===== src/rtl/net_tx_arbiter_pkg.sv =====
// Shared types for the network-layer TX arbiter: packet word, arbiter state
// encoding and error-bit indices.
package net_tx_arbiter_pkg;

  localparam int DATA_W = 32;

  typedef struct packed {
    logic              valid;
    logic              last;
    logic [DATA_W-1:0] data;
  } PacketWord;

  typedef enum logic [1:0] {ARB_IDLE, ARB_USER, ARB_CTRL} ArbState;

  localparam int ARB_ERR_USR_LONG  = 0;
  localparam int ARB_ERR_CTRL_LONG = 1;

endpackage


===== src/rtl/net_tx_out_stage.sv =====
// One-entry pipeline register carrying a PacketWord plus its controller flag.
// Handshake: a word moves on valid & ready at each side; in_ready is high when empty or draining.
module net_tx_out_stage
  import net_tx_arbiter_pkg::*;
(
  input  logic      clk,
  input  logic      rst_n,
  input  PacketWord in_word_i,
  input  logic      in_ctrl_i,
  output logic      in_ready_o,
  output PacketWord out_word_o,
  output logic      out_ctrl_o,
  input  logic      out_ready_i
);

  PacketWord word_q;
  logic      ctrl_q;

  // Full throughput: a new word may enter in the same cycle the old one leaves.
  assign in_ready_o = ~word_q.valid | out_ready_i;
  assign out_word_o = word_q;
  assign out_ctrl_o = ctrl_q;

  always_ff @(posedge clk) begin
    if (!rst_n) begin
      word_q <= '0;
      ctrl_q <= 1'b0;
    end else if (in_word_i.valid && in_ready_o) begin
      word_q <= in_word_i;
      ctrl_q <= in_ctrl_i;
    end else if (out_ready_i) begin
      word_q.valid <= 1'b0;
    end
  end

endmodule


===== src/rtl/net_tx_arbiter.sv =====
// Packet-granular arbiter between the user and router-controller TX streams.
// Valid/ready: a word transfers on any port in a cycle where its valid and ready are both high.
module net_tx_arbiter
  import net_tx_arbiter_pkg::*;
#(
  parameter int CTRL_PRIORITY = 1,
  parameter int MAX_PKT_WORDS = 256,
  parameter int CNT_WIDTH     = 32
) (
  input  logic                 clk,
  input  logic                 rst_n,
  input  PacketWord            usr_tx,
  output logic                 usr_tx_ready,
  input  PacketWord            ctrl_tx,
  output logic                 ctrl_tx_ready,
  output PacketWord            arb_tx,
  output logic                 arb_tx_ctrl,
  input  logic                 arb_tx_ready,
  output logic                 arb_busy,
  output logic [7:0]           arb_error,
  output logic [CNT_WIDTH-1:0] usr_pkt_cnt,
  output logic [CNT_WIDTH-1:0] ctrl_pkt_cnt
);

  localparam int WCNT_W = $clog2(MAX_PKT_WORDS + 1);
  localparam logic [WCNT_W-1:0] WCNT_MAX  = WCNT_W'(MAX_PKT_WORDS);
  localparam logic [WCNT_W-1:0] WCNT_LAST = WCNT_W'(MAX_PKT_WORDS - 1);

  ArbState              state_q;
  ArbState              last_grant_q;
  logic [WCNT_W-1:0]    wcnt_q;
  logic [CNT_WIDTH-1:0] usr_cnt_q;
  logic [CNT_WIDTH-1:0] ctrl_cnt_q;
  logic [1:0]           err_q;

  PacketWord sel_word;
  logic      stage_ready;
  logic      accept;

  // Grant mux: only the owning source reaches the output stage; IDLE forwards nothing.
  always_comb begin
    sel_word = '0;
    case (state_q)
      ARB_USER: sel_word = usr_tx;
      ARB_CTRL: sel_word = ctrl_tx;
      default:  sel_word = '0;
    endcase
  end

  assign accept        = sel_word.valid & stage_ready;
  assign usr_tx_ready  = (state_q == ARB_USER) & stage_ready;
  assign ctrl_tx_ready = (state_q == ARB_CTRL) & stage_ready;
  assign arb_busy      = (state_q != ARB_IDLE);
  assign arb_error     = {6'b0, err_q};
  assign usr_pkt_cnt   = usr_cnt_q;
  assign ctrl_pkt_cnt  = ctrl_cnt_q;

  always_ff @(posedge clk) begin
    if (!rst_n) begin
      state_q      <= ARB_IDLE;
      last_grant_q <= ARB_CTRL;
      wcnt_q       <= '0;
      usr_cnt_q    <= '0;
      ctrl_cnt_q   <= '0;
      err_q        <= '0;
    end else begin
      case (state_q)
        ARB_IDLE: begin
          if (ctrl_tx.valid && ((CTRL_PRIORITY != 0) || !usr_tx.valid ||
                                (last_grant_q == ARB_USER))) begin
            state_q <= ARB_CTRL;
            wcnt_q  <= '0;
          end else if (usr_tx.valid) begin
            state_q <= ARB_USER;
            wcnt_q  <= '0;
          end
        end
        ARB_USER, ARB_CTRL: begin
          if (accept) begin
            if (wcnt_q != WCNT_MAX) wcnt_q <= wcnt_q + 1'b1;
            if (sel_word.last) begin
              state_q      <= ARB_IDLE;
              last_grant_q <= state_q;
              if (state_q == ARB_CTRL) ctrl_cnt_q <= ctrl_cnt_q + 1'b1;
              else                     usr_cnt_q  <= usr_cnt_q + 1'b1;
            end else if (wcnt_q == WCNT_LAST) begin
              // Over-long packets keep the grant until 'last'; only the flag is raised.
              if (state_q == ARB_CTRL) err_q[ARB_ERR_CTRL_LONG] <= 1'b1;
              else                     err_q[ARB_ERR_USR_LONG]  <= 1'b1;
            end
          end
        end
        default: state_q <= ARB_IDLE;
      endcase
    end
  end

  net_tx_out_stage u_out_stage (
    .clk         (clk),
    .rst_n       (rst_n),
    .in_word_i   (sel_word),
    .in_ctrl_i   (state_q == ARB_CTRL),
    .in_ready_o  (stage_ready),
    .out_word_o  (arb_tx),
    .out_ctrl_o  (arb_tx_ctrl),
    .out_ready_i (arb_tx_ready)
  );

endmodule


===== config.mk =====
export PLATFORM = sky130hd
export DESIGN_NAME = net_tx_arbiter
export DESIGN_NICKNAME = d
export VERILOG_FILES = /design/src/rtl/net_tx_arbiter_pkg.sv /design/src/rtl/net_tx_out_stage.sv /design/src/rtl/net_tx_arbiter.sv
export SDC_FILE = /design/constraint.sdc
export NUM_CORES = 1
export LEC_CHECK = 0
export ABC_AREA = 0
export BUFFER_PORTS_ARGS = -buffer_cell sky130_fd_sc_hd__buf_2
export CORE_AREA = 2 2 121 123
export CTS_CLUSTER_SIZE = 24
export DETAILED_ROUTE_END_ITERATION = 10
export DIE_AREA = 0 0 123 125
export PLACE_DENSITY = 0.76
export SYNTH_ARGS = -nofsm -noshare
export SYNTH_HDL_FRONTEND = slang
export SYNTH_SLANG_ARGS = --single-unit
export TNS_END_PERCENT = 1

===== constraint.sdc =====
create_clock -name clk -period 2.6 [get_ports clk]
set_input_delay 0.52 -clock clk [delete_from_list [all_inputs] [get_ports clk]]
set_output_delay 0.52 -clock clk [all_outputs]
set_load 0.03 [all_outputs]

After elaboration in Yosys (flattened, before gate mapping)

Index checks and enable logic that the tools add are counted.

Add/subtract/negate cells: 3
Multiply operators: 0
Divide/modulo/power cells: 0
$lt $le $gt $ge: 0
Equal/unequal tests: 8
Shift operators: 0
Multiplexer cells: 13
Bitwise logic cells: 7
Reduce and logical (&&, ||, !) cells: 12

Operator list:

| kind                    | count |
|---|---|
| $pmux W34 S2            | 1 |
| $add A32 B1 Y32 const B | 2 |
| $mux W9                 | 4 |
| $pmux W9 S2             | 1 |
| $reduce_and A4 Y1       | 3 |
| $reduce_and A5 Y1       | 2 |
| $add A9 B1 Y9 const B   | 1 |
| $eq A9 B8 Y1 const B    | 1 |
| $ne A9 B9 Y1 const B    | 1 |
| $mux W2                 | 4 |
| $reduce_bool A2 Y1      | 3 |
| $ne A2 B2 Y1 const B    | 2 |
| $pmux W2 S2             | 1 |
| $and A1 B1 Y1           | 3 |
| $ne A3 B3 Y1 const B    | 1 |
| $not A1 Y1              | 3 |
| $reduce_and A3 Y1       | 1 |
| $eq A2 B1 Y1 const B    | 1 |
| $eq A2 B2 Y1 const B    | 1 |
| $logic_not A2 Y1        | 1 |
| $mux W1                 | 2 |
| $ne A2 B1 Y1 const B    | 1 |
| $reduce_or A2 Y1        | 1 |
| $logic_and A1 B1 Y1     | 1 |
| $or A1 B1 Y1            | 1 |

Register bits: 112
Bits in latches: 0
Bits in writable memories: 0
Memory bits (read-only): 0
Input bits: 71
Word-level logic and storage cells: 53
Memories: 0

Longest topological paths before layout

Gate-level depths: netlist (run 1).

Word-level depth: 5
Gate-level depth with buffers: 9

Cells and area by module

A second synthesis (run 1) with hierarchy kept.

Cells, all modules: 677
Area, all modules: 5701.7 um^2

By module, submodules not included:

| module           | times used | cells an instance | area each (um^2) | seq. area each (um^2) |
|---|---|---|---|---|
| net_tx_arbiter   | 1          | 524               | 4265.3           | 1541.5 |
| net_tx_out_stage | 1          | 153               | 1436.4           | 700.7 |

Least setup slack after synthesis (run 1)

No wires, ideal clock.

Kind: reg-to-output
Start: reg state_q[0]
End: out ctrl_tx_ready
Arrival time: 1453 ps
Setup slack: 627 ps
Cell stages (with the launch flop): 6
Buffers on the path: 2
Cell sequence: dfxtp_1 inv_1 ha_1 clkbuf_1 clkbuf_1 and2_1

Word-level cells in the longest chain between the ends: 2

Ends and longest elaborated chain:

| element                   | line                  | RTL |
|---|---|---|
| from (decl)               | net_tx_arbiter.sv:29  | `ArbState state_q;` |
| from (signal assigned)    | net_tx_arbiter.sv:60  | `state_q <= ARB_IDLE;` |
| from (signal assigned)    | net_tx_arbiter.sv:71  | `state_q <= ARB_CTRL;` |
| from (signal assigned)    | net_tx_arbiter.sv:74  | `state_q <= ARB_USER;` |
| $eq A2 B2 Y1              | --                    |  |
| net u_out_stage.in_ctrl_i | net_tx_out_stage.sv:9 | `input logic in_ctrl_i,` |
| $and A1 B1 Y1             | net_tx_arbiter.sv:52  | `assign ctrl_tx_ready = (state_q == ARB_CTRL) & stage_ready;` |
| to (decl)                 | net_tx_arbiter.sv:15  | `output logic ctrl_tx_ready,` |

The timed path passes the listed nets, and every way through them passes these cells.

Final worst setup path (run 1)

Same ends and word-level chain as after synthesis.

==> out/results.tsv, run 1 <==
metric	value	unit
run status	finished, final reports clean	
NumNets Final	877	
Worst setup EP type	primary output	
gr ovfl total	0	
count leader, synth	dfxtp_1	
fin. max-slew vios	0	
worst-skew pair later-pin latency	0.35	ns
cts bufs inserted	9	
R2R depth	7	
Die Wd	123	um
io pins	181	
Cells after Synth	648	
final worst path period share	90.29	%
TritonCTS clock tree	yes	
Core Footprint	0.01420	mm^2
Worst EP arrival	1.83	ns
maximum clock path buffer count	2	
routed vias/inst	5.541	
average size of a mapped cell	8.521	um^2
setup tns final	0	ns
top cells by area, synth	dfxtp_1 41%, a221oi_1 5.1%, mux2i_1 4.5%	
fillers	1406	
worst slew pin tran	0.6239	ns
worst path required time	2.08	ns
r2r startpoint	state_q[0]	
number of hold-repair buffers added at the cts stage	0	
final setup margin	0.2525	ns
most frequent cells after synthesis	112 x dfxtp_1, 49 x nand2_1, 48 x a21oi_1	
DRT Wirelength	14.70	mm
RSZ-0062 raised after global routing	no	
Post-CTS Resized	0	
Synth warnings	0	
vias in the first global route	4733	
register area	0.002242	mm^2
Async S/R FF share, synth	0	%
layout cell share with drive strength beyond 1	27.06	%
gp weighted congestion	0.7927	
Synth top area share	40.61	%
first-pass GRT wire length	23.63	mm
Max Cap Viol	0	
Hold Vio Cnt, Final	0	
initial antenna violation count	1	
Worst setup SP type	flop	
number of clock sinks	112	
commonest register cell after synthesis	dfxtp_1	
Multi-input gate area	0.002977	mm^2
CTS HTree Levels	3	
final setup vio count	0	
Crit Path Category	flop to primary output	
initial cell density of the core	38.87	%
post-CTS setup repair buffer count	0	
Max IR drop VDD	0.3675	mV
Setup WS pre-CTS	0.3877	ns
diode count	0	
worst hold stages	3	
Residual DRC	0	
sequential-to-total area share from yosys stat	40.61	%
Power Density	635.1	mW/mm^2
Final min period	2.348	ns
area grow syn2layout	23.16	%
HPWL Detailed	10.13	mm
Die ar.	0.01538	mm^2
Worst slew margin	58.29	%
Post-synth EDFFs	0	
hold path startpoint	usr_tx[10]	
CP Max Fanout	34	
die height	125	um
1st-pass router iterations	5	
reg2reg end	usr_pkt_cnt[14]	
pin count of the biggest net entering global routing	52	
Buffers on Ports	174	
Reg clk slew, reported paths	0.07	ns
vias after detailed routing	5463	
synthesized area	0.005522	mm^2
worst min path class	input pin to flop	
DRT iter0 DRCs	379	
row cnt	44	
total track usage	18.69	%
WL/cell	14.91	um
number of synthesized register bits	112	
Hold Path Sink	u_out_stage.out_word_o[10]	
DRT antenna net count	0	
reg-to-reg slack, setup	0.37	ns
root buffer cell	clkbuf_16	
area leader, netlist	dfxtp_1	
distinct cell type count after synthesis	51	
highest clock rate	0.4260	GHz
Leak Pwr	0.002732	uW
clk_skew	0.007011	ns
-- logic make-up after synthesis --
group | share of synthesized area, %
AO/OA/AOI/OAI | 18.38
AND/OR/NAND/NOR | 28.14
other | 0.06792
XOR/XNOR | 0.6344
multiplexers | 4.532
adder cells (fa/ha/maj) | 1.813
flip-flops | 40.61
buffers and inverters | 5.824
-- sequential cells by signal, summed over array words and instances, names as in the netlist --
register	cells
ctrl_pkt_cnt	32
u_out_stage.out_word_o	34
err_q	2
u_out_stage.out_ctrl_o	1
wcnt_q	9
usr_pkt_cnt	32
state_q	2
-- cells in the final DEF, fill, tap and decap left out, types with 3 or more instances in the layout --
master and n:
buf_2 174, nor3_1 33, and4_1 13, and3_1 4, mux2i_1 25, nor4_1 22, a21oi_1 48, nand4_1 18
or3_1 8, nand2b_1 24, or4_1 27, ha_1 8, o21a_1 3, o31ai_1 27, clkbuf_16 9, nand2_1 49
xor2_1 4, dfxtp_1 112, buf_4 17, nor2_1 39, a221oi_1 32, inv_1 15, nand3_1 26, a311oi_1 6
conb_1 6, o21ai_0 11, and2_1 6, clkinv_2 4
-- per-stage QoR --
stage / utilization, % / cells / hold slack [ns] / area (um^2) / total power (uW)
floorplan: - / 653 / 0.4515 / 5540 / 2693
global placement: 45.96 / 971 / 0.4428 / 6528 / 3006
detailed placement: 45.96 / 971 / 0.4592 / 6528 / 3024
CTS: 47.88 / 986 / 0.4454 / 6800 / 4358
global route: 47.88 / 986 / 0.4524 / 6800 / 4541
finish: 47.88 / 986 / 0.4534 / 6800 / 4319
-- how the worst max path moves through the flow --
stage	from	to	slack, ns	cells past startpoint
CTS	state_q[0]	ctrl_tx_ready	0.25	5
floorplan	state_q[0]	ctrl_tx_ready	0.63	5
global route	state_q[0]	ctrl_tx_ready	0.09	5
global placement	arb_tx_ready	ctrl_pkt_cnt[17]	0.45	6
finish	state_q[0]	ctrl_tx_ready	0.25	5
detailed placement	state_q[0]	usr_pkt_cnt[19]	0.39	7
-- critical path, cell delays in order, from the launching register on --
cell	delay, ns
dfxtp_1	0.33
inv_1	0.08
ha_1	0.29
buf_4	0.39
and2_1	0.18
buf_2	0.19
-- report_power, final --
group / total, uW / switching [uW] / internal [uW]
combinational: 1140 / 779 / 363
clock: 1320 / 632 / 692
sequential: 1850 / 46.7 / 1810
total: 4320 / 1460 / 2860
-- per-layer routing --
layer	global-route usage, %	part of all wire, %	vias up
met5	0	0	-
met2	29.25	47	122
li1	-	-	2752
met4	5.816	1.5	0
met1	25.89	46	2572
met3	3.650	5.6	17
-- final cells by class --
type	instances	share of cell area [%]
Multi-Input combinational cell	467	43.77
Sequential cell	112	32.97
Timing Repair Buffer	192	14.98
Clock buffer	11	3.717
Tap cell	184	3.385
Inverter	16	0.8832
Clock inverter	4	0.2944
Power figures use the tool's default switching activity.
==> run 2: changes to the inputs <==
--- a/config.mk
+++ b/config.mk
@@ -11,7 +11,8 @@
 export CTS_CLUSTER_SIZE = 24
 export DETAILED_ROUTE_END_ITERATION = 10
 export DIE_AREA = 0 0 123 125
-export PLACE_DENSITY = 0.76
+export GPL_ROUTABILITY_DRIVEN = 1
+export PLACE_DENSITY = 0.78
 export SYNTH_ARGS = -nofsm -noshare
 export SYNTH_HDL_FRONTEND = slang
 export SYNTH_SLANG_ARGS = --single-unit
==> constraint.sdc (replaced) <==
create_clock -name clk -period 2.1 [get_ports clk]
set_input_delay 0.42 -clock clk [delete_from_list [all_inputs] [get_ports clk]]
set_output_delay 0.42 -clock clk [all_outputs]
set_load 0.03 [all_outputs]
==> out/results.tsv, run 2 (synthesis results as in run 1) <==
metric	value	unit	change
fillers	1393		was 1,406
Max IR drop VDD	0.4025	mV	was 0.3675 mV
vias in the first global route	4896		was 4,733
number of clock sinks	112		unchanged
HPWL Detailed	10.38	mm	was 10.13 mm
run status	finished, final reports clean		unchanged
pin count of the biggest net entering global routing	42		was 52
layout cell share with drive strength beyond 1	29.35	%	was 27.06%
Worst EP arrival	2.32	ns	was 1.83 ns
Residual DRC	0		unchanged
CP Max Fanout	30		was 34
gr ovfl total	0		unchanged
RSZ-0062 raised after global routing	yes		was no
Cells after DPL	990		was 971
Overall Power	5522	uW	was 4319 uW
NumNets Final	896		was 877
routed vias/inst	5.514		was 5.541
Reg clk slew, reported paths	0.07	ns	about the same
row cnt	44		unchanged
maximum clock path buffer count	2		unchanged
Power Density	782.1	mW/mm^2	was 635.1 mW/mm^2
final setup vio count	0		unchanged
worst-skew pair later-pin latency	0.35	ns	about the same
clk_skew	0.006373	ns	was 0.007011 ns
area grow syn2layout	27.87	%	was 23.16%
gp weighted congestion	0.8094		was 0.7927
met1 wire length	6.853	mm	was 6.766 mm
met3 wire length	627	um	was 818 um
TritonCTS clock tree	yes		unchanged
Core Footprint	0.01420	mm^2	unchanged
Worst setup SP type	flop		unchanged
Leak Pwr	0.002847	uW	was 0.002732 uW
vias after detailed routing	5542		was 5,463
final instance area	0.007061	mm^2	was 0.006800 mm^2
worst min path class	input pin to flop		unchanged
die height	125	um	unchanged
max reg flops	34		unchanged
diode count	0		unchanged
worst path required time	2.38	ns	was 2.08 ns
Placed Area	0.006720	mm^2	was 0.006528 mm^2
Hold Vio Cnt, Final	0		unchanged
Die Wd	123	um	unchanged
highest clock rate	0.4889	GHz	
commonest non-fill, non-tap cell in the layout	buf_2		unchanged
most frequent cells in the layout	174 x buf_2, 110 x dfxtp_1, 49 x nand2_1, 48 x a21oi_1, 39 x nor2_1		was 174 x buf_2, 112 x dfxtp_1, 49 x nand2_1, 48 x a21oi_1, 39 x nor2_1
fin. max-slew vios	0		unchanged
Worst setup EP type	flop		was primary output
post-route non-filler standard cell count	1005		was 986
DRT antenna net count	0		unchanged
Top Layer Used	met4		unchanged
cts bufs inserted	9		unchanged
r2r startpoint	state_q[0]		unchanged
1st-pass router iterations	4		was 5
worst setup path startpoint	state_q[0]		unchanged
WL/cell	14.67	um	was 14.91 um
initial cell density of the core	38.87	%	unchanged
Final min period	2.046	ns	
DRT Wirelength	14.74	mm	was 14.70 mm
number of hold-repair buffers added at the cts stage	0		unchanged
final worst path period share	97.41	%	
first-pass GRT wire length	23.78	mm	was 23.63 mm
Die ar.	0.01538	mm^2	unchanged
R2R depth	8		was 7
DRT iter0 DRCs	298		was 379
total track usage	18.79	%	was 18.69%
final core occ	49.71	%	was 47.88%
CTS HTree Levels	3		unchanged
hold path startpoint	ctrl_tx[33]		was usr_tx[10]
initial antenna violation count	0		was 1
post-CTS setup repair buffer count	0		unchanged
worst hold stages	3		unchanged
Crit Path Category	flop to flop		was flop to primary output
Buffers on Ports	174		unchanged
root buffer cell	clkbuf_16		unchanged
io pins	181		unchanged
WL met2	7.002	mm	was 6.904 mm
Max Cap Viol	0		unchanged
-- run 2: worst max-delay path, stage by stage, from the launching register on --
cell     delay [ns]
dfxtp_2        0.33
inv_1          0.11
ha_4           0.18
buf_4          0.13
and4_1         0.20
nand4_2        0.13
buf_8          0.20
or4_1          0.51
a21oi_1        0.16
-- run 2: path summary, 6_finish.rpt --
kind,slack (ns),to
min,0.36,state_q[1]
max,0.05,ctrl_pkt_cnt[15]
max reg2reg,0.05,ctrl_pkt_cnt[15]
min reg2reg,0.46,u_out_stage.out_ctrl_o
-- run 2: repair_timing --
| action | CTS | global route |
|---|---|---|
| resized for setup | 2 | 10 |
| endpoints found under the setup margin | 2 | 79 |
| endpoints found under the hold margin | 0 | 0 |
-- run 2: cell type report --
class	instances	area (um^2)	area share, %
inverters	16	60.06	0.8506
well taps	184	230.2	3.261
clock inverters	3	42.54	0.6025
multi-input cells	467	3010	42.64
clock buffers	12	246.5	3.491
repair buffers	211	1226	17.37
flip-flops and latches	112	2245	31.79
-- run 2: power breakdown --
group          leakage [uW]  internal [uW]  switching (uW)  total [uW]
Combinational       0.00180            535             976        1510
Clock              0.000139            951             760        1710
Sequential         0.000904           2240            60.3        2300
Total               0.00285           3730            1800        5520
-- run 2: metrics by stage --
stage | hold slack (ns) | TNS [ns] | setup WS (ns)
3_3_place_gp | 0.4444 | 0 | 0.1018
4_1_cts | 0.3562 | 0 | 0.005353
6_report | 0.3595 | 0 | 0.05444
3_5_place_dp | 0.4463 | 0 | 0.01186
2_1_floorplan | 0.4515 | 0 | 0.1292
5_1_grt | 0.3658 | -0.4194 | -0.06767
-- run 2: per-layer routing --
layer / up-vias / global-route usage (%)
met1: 2609 / 24.82
met5: - / 0
met4: 0 / 6.551
met3: 19 / 2.828
met2: 129 / 31.07
li1: 2785 / -
